[src/rtl/gcd_operand_bank.sv]
// gcd_operand_bank: operand bank running subtract-based Euclid GCD, valid/ready in and out.
// Ports: clk, rst (async, active-high); in_valid/in_ready with a_in/b_in accept an operand pair in IDLE;
// out_valid/out_ready with gcd_out/zero_err present the result in DONE; busy is high while iterating;
// iter_count (only when GCD_ITER_COUNT_EN is defined) reports the subtraction steps of the last operation.
module gcd_operand_bank #(
  parameter int WIDTH = 16,
  parameter int CNT_W = 16
) (
  input  logic             clk,
  input  logic             rst,
  input  logic             in_valid,
  output logic             in_ready,
  input  logic [WIDTH-1:0] a_in,
  input  logic [WIDTH-1:0] b_in,
  output logic             out_valid,
  input  logic             out_ready,
  output logic [WIDTH-1:0] gcd_out,
  output logic             zero_err,
  output logic             busy
`ifdef GCD_ITER_COUNT_EN
  ,
  output logic [CNT_W-1:0] iter_count
`endif
);
  typedef enum logic [1:0] {IDLE, ITER, DONE} state_t;
  state_t state_q, state_d;
  logic [WIDTH-1:0] a_q, a_d, b_q, b_d, gcd_q, gcd_d;
  logic zero_err_q, zero_err_d;
  logic a_z, b_z;
  assign a_z = ~|a_q;
  assign b_z = ~|b_q;
  assign in_ready = state_q == IDLE;
  assign busy = state_q == ITER;
  assign out_valid = state_q == DONE;
  assign gcd_out = gcd_q;
  assign zero_err = zero_err_q;
  always_comb begin
    state_d = state_q;
    a_d = a_q;
    b_d = b_q;
    gcd_d = gcd_q;
    zero_err_d = zero_err_q;
    case (state_q)
      IDLE: if (in_valid) begin
        a_d = a_in;
        b_d = b_in;
        state_d = ITER;
      end
      ITER: if (a_z || b_z || a_q == b_q) begin
        gcd_d = a_q | b_q;
        zero_err_d = a_z && b_z;
        state_d = DONE;
      end else if (a_q > b_q) begin
        a_d = a_q - b_q;
      end else begin
        b_d = b_q - a_q;
      end
      DONE: state_d = out_ready ? IDLE : DONE;
      default: state_d = IDLE;
    endcase
  end
  always_ff @(posedge clk or posedge rst) begin
    if (rst) begin
      state_q <= IDLE;
      a_q <= '0;
      b_q <= '0;
      gcd_q <= '0;
      zero_err_q <= 1'b0;
    end else begin
      state_q <= state_d;
      a_q <= a_d;
      b_q <= b_d;
      gcd_q <= gcd_d;
      zero_err_q <= zero_err_d;
    end
  end
`ifdef GCD_ITER_COUNT_EN
  logic [CNT_W-1:0] cnt_q, cnt_d;
  logic accept, step;
  assign accept = in_ready && in_valid;
  assign step = busy && !a_z && !b_z && a_q != b_q;
  assign iter_count = cnt_q;
  // saturate rather than wrap on very long runs
  always_comb cnt_d = accept ? '0 : (step && ~&cnt_q) ? cnt_q + 1'b1 : cnt_q;
  always_ff @(posedge clk or posedge rst) begin
    if (rst) cnt_q <= '0;
    else cnt_q <= cnt_d;
  end
`endif
endmodule

[config.mk]
export PLATFORM = sky130hd
export DESIGN_NAME = gcd_operand_bank
export DESIGN_NICKNAME = d
export VERILOG_FILES = /design/src/rtl/gcd_operand_bank.sv
export SDC_FILE = /design/constraint.sdc
export NUM_CORES = 1
export LEC_CHECK = 0
export ABC_AREA = 1
export BUFFER_PORTS_ARGS = -buffer_cell sky130_fd_sc_hd__buf_2
export CAP_MARGIN = 0
export CORE_MARGIN = 4
export CORE_UTILIZATION = 60
export DETAILED_ROUTE_END_ITERATION = 8
export GPL_ROUTABILITY_DRIVEN = 0
export PLACE_DENSITY = 0.93
export SLEW_MARGIN = 20
export SYNTH_ARGS = -nofsm -noshare
export SYNTH_HDL_FRONTEND = slang
export SYNTH_SLANG_ARGS = --single-unit
export TNS_END_PERCENT = 20
[constraint.sdc]
create_clock -name clk -period 3.8 [get_ports clk]
set_clock_uncertainty 0.1 [all_clocks]
set_input_delay 0.19 -clock clk [delete_from_list [all_inputs] [get_ports clk]]
set_output_delay 0.19 -clock clk [all_outputs]
set_load 0.05 [all_outputs]
==> impl_metrics.py <==
metrics = {
    "worst_setup_path": {
        "path_buf_inv": 2,
        "arrival_ns": 2.83,
        "max_stage_delay_ns": 0.40,
        "start_kind": "register",
        "critPathKind": "reg2reg",
        "rr_worst_depth": 15,
        "r2r_slack_ns": 1.08,
        "path_max_fanout": 17,
        "cp-end-kind": "register",
        "r2r-start": "a_q[0]",
        "critPathTopFamily": "simple AND/OR/NAND/NOR gates",
        "cpMostUsedCell": "nand2_1",
        "crit_slowest_cell": "dfrtp_1",
        "path_cells": "inv_1, ha_1, fa_1, inv_1, nand2_1, nand3_2, nand2_1, nand2_2, nand2_1, nand2_2, nand2_1, nand2_4, nand2_4, nand2_1, nand2_1",
        "required_ns": 3.91,
        "worstSetupPathDepth": 15,
        "rr_endpoint": "b_q[10]",
    },
    "clock_network": {
        "clk_latency_ns": 0.32,
        "postCtsSetupBuffers": 0,
        "cts_buffers": 5,
        "cts_root_buf": "clkbuf_8",
        "clkTransAtPathRegs_ns": 0.09,
        "ctsHtreeMaxLevel": 2,
        "cts_buffer_depth": 2,
        "cts_hold_buf": 1,
        "post_cts_resized": 0,
        "clkSinkCount": 51,
        "cts_tree": "done",
    },
    "die": {
        "die_h_um": 95.08,
        "dieArea_um2": 9039,
        "core_area_um2": 7292,
        "start_util": 0.6239,
        "die_w_um": 95.08,
        "ios": 56,
        "rows": 31,
    },
    "synth": {
        "synth_top_family_by_area": "simple AND/OR/NAND/NOR gates",
        "synth_fa_ha_area_frac": 0.1381,
        "synth_mux_area_frac": 0,
        "synthCells": 703,
        "ys_seq_elements": 51,
        "synth-simple-area-share": 0.3930,
        "synthesis.area_um2": 4549,
        "synth-compound-area-share": 0.07893,
        "syn-num-nets": 788,
        "yosys_warnings": 0,
        "syn_area_per_cell_um2": 6.471,
        "synthXorXnorAreaFrac": 0.007701,
        "synth.yosys.seq_area_share": 0.2805,
        "yosysUniqueCellTypes": 27,
    },
    "routing": {
        "post-route-drc-count": 0,
        "routedWlPerCell_um": 15.11,
        "via_per_inst": 5.685,
        "postRouteAntennaNets": 0,
        "drtIter0Drc": 624,
        "vias": 4832,
        "first_pass_iters": 6,
        "wirelength_um": 12840,
    },
    "timing": {
        "setup_viol": 0,
        "tightest_slew_ns": 0.9105,
        "relSlewSlack": 0.3930,
        "tns_ns": 0,
        "slew_violations": 0,
        "rsz0062_at_grt": "false",
        "hold_viol": 51,
        "timing.fmax_mhz": 367.4,
        "finalCriticalPeriod_ns": 2.722,
        "fin_hold_ws_ns": -0.07995,
        "finalCritPeriodShare": 0.7163,
    },
    "placed_design": {
        "io_buffers": 55,
        "place_hpwl_um": 9512,
        "placed_cells": 841,
        "postPlaceCellArea_um2": 4868,
    },
    "final_layout": {
        "layout_commonest_cell": "nand2_1",
        "final_cell_mix": "267 x nand2_1, 97 x inv_1, 77 x nand3_1",
        "seq_area_um2": 1276,
        "nets": 835,
        "num-fill-cells": 606,
        "fin_area_um2": 4980,
        "antenna_cells": 0,
        "multi_input_area_um2": 2810,
        "area_growth_pct": 9.461,
        "layoutNonFillerInstCount": 850,
        "final_layout_size_suffix_gt1_frac": 0.1145,
    },
    "grt": {
        "grt_pass1_vias": 4684,
        "grt_max_degree": 52,
        "grt_pass1_wl_um": 21530,
        "antenna_found_initial": 0,
        "grt.total_usage": 0.2989,
        "grt-ovfl-total": 0,
    },
    "outcome": {
        "outcome": "complete, but fails checks",
        "violations": "negative hold slack",
    },
    "run": {
        "max-cap-violations": 0,
    },
    "worst_hold_path": {
        "hold_path_class": "in2async",
    },
}
-- flip-flops by register name (all words and copies together), names as in the netlist --
register and cells:
b_q 16, state_q 2, a_q 16, zero_err 1, gcd_out 16
-- through the flow --
stage               hold WS [ns]  utilization  setup slack (ns)
finish                  -0.07995       0.6829             1.078
global route             0.03279       0.6829            0.9291
CTS                      0.05884       0.6827             1.138
detailed placement        0.2971       0.6676             1.209
global placement          0.2722       0.6676             1.323
floorplan                 0.1763            -             1.625
-- cells in the mapped netlist, drive strengths merged --
library cell  number  area [um2]
xor2               4       35.03
nor3               1       5.000
o21bai             5       37.54
o31ai              2       15.01
buf                5       42.53
o21ai             38       190.2
fa                 2       40.04
nor2              45       198.9
ha                47       588.1
nand3             80       430.4
nand2            276        1079
a21oi             22       110.1
dfrtp             51        1276
nand4             12       75.07
a31oi              1       6.260
inv              100       375.4
clkbuf            12       45.04
-- how the worst max path moves through the flow --
stage | startpoint | end | slack (ns)
3_3_place_gp | a_q[0] | b_q[11] | 1.32
4_1_cts | a_q[0] | b_q[1] | 1.14
2_1_floorplan | a_q[0] | b_q[3] | 1.62
6_report | a_q[0] | b_q[10] | 1.08
3_5_place_dp | a_q[0] | b_q[1] | 1.21
5_1_grt | a_q[0] | b_q[10] | 0.93
-- cell type report --
| type | instances | area share |
|---|---|---|
| Multi-Input combinational cell | 535 | 0.5643 |
| Sequential cell | 51 | 0.2563 |
| Inverter | 100 | 0.07563 |
| Timing Repair Buffer | 57 | 0.05879 |
| Tap cell | 99 | 0.02487 |
| Clock buffer | 8 | 0.02010 |
-- routing by layer --
layer | vias to the layer above | GRT usage | share of wire
met1 | 2150 | 0.3858 | 0.38
met4 | 0 | 0.1454 | 0.050
met2 | 315 | 0.4886 | 0.46
met3 | 69 | 0.04499 | 0.11
met5 | - | 0 | 0
li1 | 2298 | - | -
-- kinds of logic after synthesis --
kind of cell / after synthesis
flip-flops: 51
buffers and inverters: 117
XOR/XNOR: 4
AO/OA/AOI/OAI: 68
AND/OR/NAND/NOR: 414
adder cells (fa/ha/maj): 49
Power is left out: the tool's default activity adds up to more than one toggle a clock period on the data nets, which glitch-free logic cannot reach.
